### config.mk
export PLATFORM = sky130hd
export DESIGN_NAME = plic_target_flat
export DESIGN_NICKNAME = d
export VERILOG_FILES = /design/src/rtl/plic_target_if.sv /design/src/rtl/plic_target.sv /design/src/flat_wrapper.sv
export SDC_FILE = /design/constraint.sdc
export NUM_CORES = 1
export LEC_CHECK = 0
export CORE_ASPECT_RATIO = 0.5
export CORE_MARGIN = 2
export CORE_UTILIZATION = 35
export CTS_CLUSTER_DIAMETER = 120
export CTS_CLUSTER_SIZE = 30
export DETAILED_ROUTE_END_ITERATION = 8
export GPL_TIMING_DRIVEN = 1
export MAX_ROUTING_LAYER = met4
export PLACE_DENSITY = 0.66
export RECOVER_POWER = 25
export SYNTH_ARGS = -nofsm -noshare
export SYNTH_HDL_FRONTEND = slang
export SYNTH_SLANG_ARGS = --single-unit
### constraint.sdc
create_clock -name clk_i -period 24.7 [get_ports clk_i]
set_clock_uncertainty 0.1 [all_clocks]
set_input_delay 2.47 -clock clk_i [delete_from_list [all_inputs] [get_ports clk_i]]
set_output_delay 2.47 -clock clk_i [all_outputs]
set_load 0.05 [all_outputs]
### src/rtl/plic_target_if.sv
// Claim/complete channel between a core and its PLIC target.
//
// Handshake: a claim is accepted on a rising edge where claim_req_i and
// claim_ready_o are both high. Exactly one cycle later claim_valid_o pulses
// for one cycle with claim_id_o. The core cannot stall the response.
// claim_id_o holds its last value while claim_valid_o is low. A request made
// while claim_ready_o is low is dropped, not queued. complete_req_i is a
// one-cycle strobe. It carries complete_id_i and needs no acknowledge.
interface plic_target_if;
  logic       claim_req_i;
  logic       claim_ready_o;
  logic       claim_valid_o;
  logic [3:0] claim_id_o;
  logic       complete_req_i;
  logic [3:0] complete_id_i;

  modport master (
    output claim_req_i, complete_req_i, complete_id_i,
    input  claim_ready_o, claim_valid_o, claim_id_o
  );

  modport slave (
    input  claim_req_i, complete_req_i, complete_id_i,
    output claim_ready_o, claim_valid_o, claim_id_o
  );
endinterface

### src/rtl/plic_target.sv
// PLIC target: picks the highest-priority pending source that is not in
// service, raises irq_o above the threshold, and runs the claim/complete
// protocol that tracks the in-service (busy) mask.
// NSRC must lie in 1..15 because source IDs are 4 bits and ID 0 is reserved.
module plic_target #(
  parameter int NSRC = 8
) (
  input  logic              clk_i,
  input  logic              rst_i,
  input  logic [4*NSRC-1:0] cell_id_i,
  input  logic [3*NSRC-1:0] cell_prio_i,
  input  logic [2:0]        threshold_i,
  plic_target_if.slave      bus,
  output logic              irq_o,
  output logic [NSRC-1:0]   busy_o,
  output logic [1:0]        dbg_state_o,
  output logic [3:0]        dbg_max_id_o,
  output logic [2:0]        dbg_max_prio_o
);

  typedef enum logic [1:0] {
    IDLE   = 2'd0,
    RESP   = 2'd1,
    SETTLE = 2'd2
  } state_e;

  state_e          state_q, state_d;
  logic [NSRC-1:0] busy_q, busy_d, set_mask, clr_mask;
  logic [3:0]      max_id_q, win_id, claim_pick, claim_id_q;
  logic [2:0]      max_prio_q, win_prio;
  logic            irq_q, claim_valid_q, accept;

  // Arbitration: ascending scan with a strict compare, so a tie keeps the
  // lower ID.
  always_comb begin
    win_id   = 4'd0;
    win_prio = 3'd0;
    for (int k = 0; k < NSRC; k++) begin
      if (cell_id_i[4*k +: 4] != 4'd0 && cell_prio_i[3*k +: 3] != 3'd0 &&
          !busy_q[k] && cell_prio_i[3*k +: 3] > win_prio) begin
        win_id   = cell_id_i[4*k +: 4];
        win_prio = cell_prio_i[3*k +: 3];
      end
    end
  end

  // Winner and interrupt registers are refreshed every cycle.
  always_ff @(posedge clk_i or posedge rst_i) begin
    if (rst_i) begin
      max_id_q   <= 4'd0;
      max_prio_q <= 3'd0;
      irq_q      <= 1'b0;
    end else begin
      max_id_q   <= win_id;
      max_prio_q <= win_prio;
      irq_q      <= (win_prio > threshold_i);
    end
  end

  // Claim FSM next state. Only IDLE accepts. RESP and SETTLE give the winner
  // registers one full cycle to see the updated busy mask.
  always_comb begin
    state_d = state_q;
    accept  = 1'b0;
    case (state_q)
      IDLE: begin
        if (bus.claim_req_i) begin
          state_d = RESP;
          accept  = 1'b1;
        end
      end
      RESP:    state_d = SETTLE;
      SETTLE:  state_d = IDLE;
      default: state_d = IDLE;
    endcase
  end

  // Claim FSM state register.
  always_ff @(posedge clk_i or posedge rst_i) begin
    if (rst_i) state_q <= IDLE;
    else       state_q <= state_d;
  end

  // A claim below the threshold returns ID 0 and marks nothing busy.
  assign claim_pick = irq_q ? max_id_q : 4'd0;

  // Busy-mask update. The set term is ORed in last, so a claim beats a
  // completion of the same bit on the same edge.
  always_comb begin
    set_mask = '0;
    clr_mask = '0;
    for (int k = 0; k < NSRC; k++) begin
      if (bus.complete_req_i && bus.complete_id_i == 4'(k + 1)) clr_mask[k] = 1'b1;
      if (accept && claim_pick == 4'(k + 1))                    set_mask[k] = 1'b1;
    end
    busy_d = (busy_q & ~clr_mask) | set_mask;
  end

  // In-service mask register.
  always_ff @(posedge clk_i or posedge rst_i) begin
    if (rst_i) busy_q <= '0;
    else       busy_q <= busy_d;
  end

  // Response strobe and held claim ID.
  always_ff @(posedge clk_i or posedge rst_i) begin
    if (rst_i) begin
      claim_valid_q <= 1'b0;
      claim_id_q    <= 4'd0;
    end else begin
      claim_valid_q <= accept;
      if (accept) claim_id_q <= claim_pick;
    end
  end

  assign bus.claim_ready_o = (state_q == IDLE);
  assign bus.claim_valid_o = claim_valid_q;
  assign bus.claim_id_o    = claim_id_q;
  assign irq_o             = irq_q;
  assign busy_o            = busy_q;
  assign dbg_state_o       = state_q;
  assign dbg_max_id_o      = max_id_q;
  assign dbg_max_prio_o    = max_prio_q;

endmodule

### src/flat_wrapper.sv
// flat-port wrapper written by rule: the top's interface ports become plain ports
module plic_target_flat 
#(
  parameter int NSRC = 8
)
  (clk_i, rst_i, cell_id_i, cell_prio_i, threshold_i, irq_o, busy_o, dbg_state_o, dbg_max_id_o, dbg_max_prio_o, bus_claim_req_i, bus_complete_req_i, bus_complete_id_i, bus_claim_ready_o, bus_claim_valid_o, bus_claim_id_o);
  plic_target_if bus_i ();
  input  logic clk_i;
  input  logic rst_i;
  input  logic [4*NSRC-1:0] cell_id_i;
  input  logic [3*NSRC-1:0] cell_prio_i;
  input  logic [2:0] threshold_i;
  output logic irq_o;
  output logic [NSRC-1:0] busy_o;
  output logic [1:0] dbg_state_o;
  output logic [3:0] dbg_max_id_o;
  output logic [2:0] dbg_max_prio_o;
  input wire logic [$bits(bus_i.claim_req_i)-1:0] bus_claim_req_i;
  input wire logic [$bits(bus_i.complete_req_i)-1:0] bus_complete_req_i;
  input wire logic [$bits(bus_i.complete_id_i)-1:0] bus_complete_id_i;
  output wire logic [$bits(bus_i.claim_ready_o)-1:0] bus_claim_ready_o;
  output wire logic [$bits(bus_i.claim_valid_o)-1:0] bus_claim_valid_o;
  output wire logic [$bits(bus_i.claim_id_o)-1:0] bus_claim_id_o;
  assign bus_i.claim_req_i = bus_claim_req_i;
  assign bus_i.complete_req_i = bus_complete_req_i;
  assign bus_i.complete_id_i = bus_complete_id_i;
  assign bus_claim_ready_o = bus_i.claim_ready_o;
  assign bus_claim_valid_o = bus_i.claim_valid_o;
  assign bus_claim_id_o = bus_i.claim_id_o;
  plic_target #(.NSRC(NSRC)) u_core (.clk_i(clk_i), .rst_i(rst_i), .cell_id_i(cell_id_i), .cell_prio_i(cell_prio_i), .threshold_i(threshold_i), .bus(bus_i), .irq_o(irq_o), .busy_o(busy_o), .dbg_state_o(dbg_state_o), .dbg_max_id_o(dbg_max_id_o), .dbg_max_prio_o(dbg_max_prio_o));
endmodule
-- Word level (Yosys, flattened, before mapping)
Cells that the tools add are included.
- logic and storage cells: 139
- output and inout bits: 24
- input bits: 67
- register bits after elaboration: 23
- equal/unequal tests: 18
- $lt $le $gt $ge: 9
- bitwise gates (word level): 3
- reductions and logical operators: 65
- mux-type cells: 37
- operator list (operator ; number):
    $logic_and 1x1->1 ; 40
    $mux 4 ; 9
    $eq 4x3->1 const B ; 8
    $reduce_bool 4->1 ; 8
    $gt 3x3->1 ; 8
    $mux 3 ; 8
    $reduce_bool 3->1 ; 8
    $mux 1 ; 18
    $eq 4x2->1 const B ; 4
    $and 8x8->8 ; 1
    $eq 4x1->1 const B ; 2
    $eq 4x4->1 const B ; 2
    $logic_not 1->1 ; 8
    $not 8->8 ; 1
    $or 8x8->8 ; 1
    $pmux 2 s2 ; 1
    $gt 3x1->1 const B ; 1
    $eq 2x1->1 const B ; 1
    $logic_not 2->1 ; 1
    $mux 2 ; 1
    $ne 2x2->1 const B ; 1

-- Logic depth before layout (Yosys ltp)
- depth in word-level cells: 27
- depth in mapped cells: 60

-- Worst setup path after synthesis
OpenSTA, ideal clock, no wires.
- kind: input to register
- from: in cell_id_i[0]
- to: reg u_core.irq_q, in the netlist u_core.irq_o
- slack: 10.877 ns
- data arrival time: 13.597 ns
- stages: 57
- library setup time: 0.126 ns
- required time: 24.474 ns
- cell sequence: or4_1 > nand3_1 > ha_1 > a31oi_1 > o211a_2 > and2_2 > clkbuf_1 > mux2_2 > ha_1 > nor2_1 > nand3_1 > or4_1 > and3_1 > buf_6 > mux2i_1 > inv_1 > ha_1 > nor2_1 > [... 21 more ...] > nor3b_1 > nor2b_1 > a31o_2 > a221oi_1 > o31ai_2 > o21a_1 > mux2i_1 > ha_1 > a31oi_1 > o31ai_1 > a21oi_1 > o41ai_1 > clkbuf_1 > mux2i_1 > ha_1 > a21o_1 > a21oi_1 > a31oi_1
- longest elaborated chain between the ends: 27
- RTL lines (what ; line ; RTL):
    start, declared ; flat_wrapper.sv:10 ; input logic [4*NSRC-1:0] cell_id_i;
    $reduce_bool 4->1 * ; plic_target.sv:39 ; if (cell_id_i[4*k +: 4] != 4'd0 && cell_prio_i[3*k +: 3] != 3'd0 &&
    $logic_and 1x1->1 * (2 in a row) ; plic_target.sv:39 ;
    $logic_and 1x1->1 * ; plic_target.sv:40 ; !busy_q[k] && cell_prio_i[3*k +: 3] > win_prio) begin
    $mux 3 * ; plic_target.sv:39 ;
    $gt 3x3->1 ; plic_target.sv:40 ;
    $logic_and 1x1->1 ; plic_target.sv:40 ;
    $mux 3 * ; plic_target.sv:39 ;
    $gt 3x3->1 ; plic_target.sv:40 ;
    [... 11 more ...] ; - ;
    $gt 3x3->1 ; plic_target.sv:40 ;
    $logic_and 1x1->1 ; plic_target.sv:40 ;
    $mux 3 * ; plic_target.sv:39 ;
    $gt 3x3->1 ; plic_target.sv:40 ;
    $logic_and 1x1->1 ; plic_target.sv:40 ;
    $mux 3 * ; plic_target.sv:39 ;
    named net u_core.win_prio[1] ; plic_target.sv:30 ; logic [2:0] max_prio_q, win_prio;
    $gt 3x3->1 * ; plic_target.sv:56 ; irq_q <= (win_prio > threshold_i);
    end signal, assigned ; plic_target.sv:56 ;
    end, declared ; plic_target.sv:31 ; logic irq_q, claim_valid_q, accept;
The timed path passes the listed nets; every way through them passes the cells marked *.
A chain may end at the register's enable or synchronous reset.

-- Final worst setup path
Ends and elaborated chain as after synthesis.

==> out/qor.csv <==
stage;metric;value;unit
outcome;status;complete, no violations;
power;power.internal;206;uW
layout;n_antenna_cell;0;
layout;fin_cells;477;
power;switching_share;51.6;%
drt;num_vias;2656;
synthesis;synth_nets;379;
power;combPwrFrac;75.5;%
sta;max-slew-margin-rel;44.3;%
hold_path;worstHoldPathCells;1;
synthesis;ys_ff_latch;23;
setup_path;crit_required;24.73;ns
place;dp_hpwl;6180;um
drt;wl_per_cell;15.4;um
place;dp_slack;9.53;ns
floorplan;die-area;7460;um2
layout;nNetsFinal;467;
floorplan;top_level_ports;91;
place;numPortBuffers;90;
drt;wl_met1;3550;um
power;switchingPower;220;uW
synthesis;synthFlopType;dfrtp_1;
setup_path;reg2reg_from;u_core.busy_o[0];
sta;fin_ws;9.70;ns
sta;rsz0062_at_grt;no;
sta;finalHoldViolations;0;
clock_tree;clk_pin_slew;0.06;ns
clock_tree;h-tree-depth;1;
place;dp_cells;473;
job;cap_violations;0;
global_route;antenna_found_initial;0;
setup_path;reg2reg_to;u_core.irq_o;
setup_path;worstSetupStartpointType;input pin;
drt;highest_layer;met4;
drt;route.met2.wl;3470;um
layout;register_area;576;um2
sta;period_share;60.7;%
clock_tree;post_cts_buffers;0;
layout;fill_cells;614;
setup_path;cp-end-kind;register;
synthesis;yosys_warnings;0;
power;power_density;124;nW/um2
layout;multi_input_area;1670;um2
drt;wirelength;7360;um
hold_path;min_to;u_core.dbg_state_o[1];
clock_tree;cts-resized-gates;0;
sta;fmax;0.0667;GHz
global_route;overflow;0;
sta;setup_tns;0;ns
synthesis;ys_types;65;
hold_path;hp-class;reg -> reg;
setup_path;max_stage_delay;0.65;ns
power;ir_drop;0.0341;mV
setup_path;worst-path-buf-inv;3;
sta;holdWs;0.350;ns
sta;maxSlewViolCount;0;
floorplan;rows;21;
floorplan;start_util;35.8;%
global_route;track_usage;20.5;%
drt;via_per_inst;5.57;
setup_path;arrival;15.03;ns
power;p_seq_share;16.6;%
clock_tree;clk_path_buf_depth;2;
global_route;grt_pass1_vias;2470;
clock_tree;cts_root_buf;clkbuf_16;
setup_path;crit_family;compound AO/OA/AOI/OAI gates;
clock_tree;clk_latency;0.25;ns
clock_tree;postCtsHoldBufs;0;
floorplan;coreArea;6600;um2
drt;first_pass_iters;4;
synthesis;synth_edf_count;0;
setup_path;crit_path_max_fanout;11;
global_route;grt_pass1_wl;11800;um
global_route;grt_max_degree;24;
sta;setup_viol_count_final;0;
floorplan;die_w;120;um
setup_path;worstSetupPathType;in -> reg;
hold_path;hold_start;u_core.dbg_state_o[1];
synthesis;synth.avg_cell_area;7.92;um2
clock_tree;cts_buffers;3;
synthesis;netlist_area;2360;um2
power;p_leak;0.00140;uW
place;gp_congestion;0.908;
sta;tightest_slew;0.835;ns
synthesis;netlist_instances;298;
clock_tree;cts_tree;built;
sta;min_period;15.00;ns
synthesis;synthArstFlopShare;100;%
drt;drtIter0Drc;167;
setup_path;reg2reg_slack;12.39;ns
clock_tree;clock-sinks;23;
layout;drive_gt1_share;7.27;%
power;power;426;uW
drt;final_antenna_net_count;0;
floorplan;die_h;62.1;um
setup_path;worstRegToRegCells;54;
drt;met3_wirelength;334;um
setup_path;critPathSlowestCell;o31ai_1;
synthesis;yosysSeqAreaShare;24.4;%
setup_path;crit_top_cell;ha_1;
drt;post-route-drc-count;0;
layout;areaGrowthSynthToFinish;45.2;%
power;clkPwrFrac;7.9;%
worst max-delay path by stage:
stage	from	endpoint	slack (ns)	cells past startpoint
6_report	cell_id_i[0]	u_core.irq_o	9.70	55
5_1_grt	cell_id_i[0]	u_core.irq_o	8.44	55
4_1_cts	cell_id_i[0]	u_core.irq_o	9.77	55
3_5_place_dp	cell_id_i[0]	u_core.irq_o	9.53	55
3_3_place_gp	cell_id_i[0]	u_core.irq_o	9.92	55
2_1_floorplan	cell_id_i[0]	u_core.irq_o	10.88	57
cell families (layout without fill, tap and decap cells):
logic type	Yosys count	count (layout)	share of synthesized area (%)
AO/OA/AOI/OAI	106	106	32.9
buffers and inverters	29	116	4.93
adder cells (fa/ha/maj)	14	14	7.42
AND/OR/NAND/NOR	117	117	26.1
multiplexers	9	9	4.29
flip-flops	23	23	24.4
flip-flops by register name, indices dropped and copies added, names as in the netlist:
signal                    cells
u_core.dbg_max_prio_o         3
u_core.irq_o                  1
u_core.dbg_state_o            2
u_core.bus.claim_valid_o      1
u_core.busy_o                 8
u_core.bus.claim_id_o         4
u_core.dbg_max_id_o           4
layout make-up:
cell class              instances  area share [%]
flip-flops and latches         23            16.8
repair buffers                 91            26.5
inverters                      21            2.30
multi-input cells             246            48.7
clock buffers                   3            2.19
well taps                      92            3.36
clock inverters                 1           0.146
power by group through the flow:
stage                     combinational [uW]  clock (uW)  sequential (uW)
after CTS                                319        34.9             71.1
after detailed placement                 318           0             71.8
after global placement                   312           0             71.2
final                                    321        33.7             70.9
after floorplan                          180           0              120
after global routing                     351        36.7             73.2
Yosys cell counts (6+ instances only):
cell / count / area (um2)
o21ai_0: 30 / 150
nor4_1: 10 / 62.6
inv_1: 21 / 78.8
o31ai_1: 6 / 45.0
a221o_1: 6 / 60.1
dfrtp_1: 23 / 576
nand3_1: 9 / 45.0
clkbuf_1: 6 / 22.5
ha_1: 14 / 175
a211oi_1: 6 / 45.0
nand2_1: 29 / 109
a31oi_1: 6 / 37.5
nor2_1: 25 / 93.8
a21oi_1: 8 / 40.0
cells in the final DEF, fill, tap and decap left out, types with 4 or more instances in the layout:
cell type / synthesis / routed
clkdlybuf4s50_1: 0 / 88
o21ai_0: 30 / 30
nand2_1: 29 / 29
nor2_1: 25 / 25
dfrtp_1: 23 / 23
inv_1: 21 / 21
ha_1: 14 / 14
nor4_1: 10 / 10
nand3_1: 9 / 9
a21oi_1: 8 / 8
a31oi_1: 6 / 6
o31ai_1: 6 / 6
a221o_1: 6 / 6
a211oi_1: 6 / 6
and3_1: 5 / 5
a32o_1: 5 / 5
o21a_1: 5 / 5
mux2_2: 5 / 5
or3_1: 4 / 4
nor3_1: 4 / 4
nand3b_1: 4 / 4
metrics by stage:
stage               util, %  cell area [um2]
floorplan                 -             2360
global placement       50.7             3350
detailed placement     50.7             3350
CTS                    52.0             3430
global route           52.0             3430
finish                 52.0             3430
routing by layer:
| metal | global-route usage (%) | vias up |
|---|---|---|
| li1 | - | 1329 |
| met1 | 28.2 | 1246 |
| met2 | 34.8 | 79 |
| met3 | 1.19 | 2 |
| met4 | 2.69 | 0 |
| met5 | - | - |
Power figures use the tool's default switching activity.
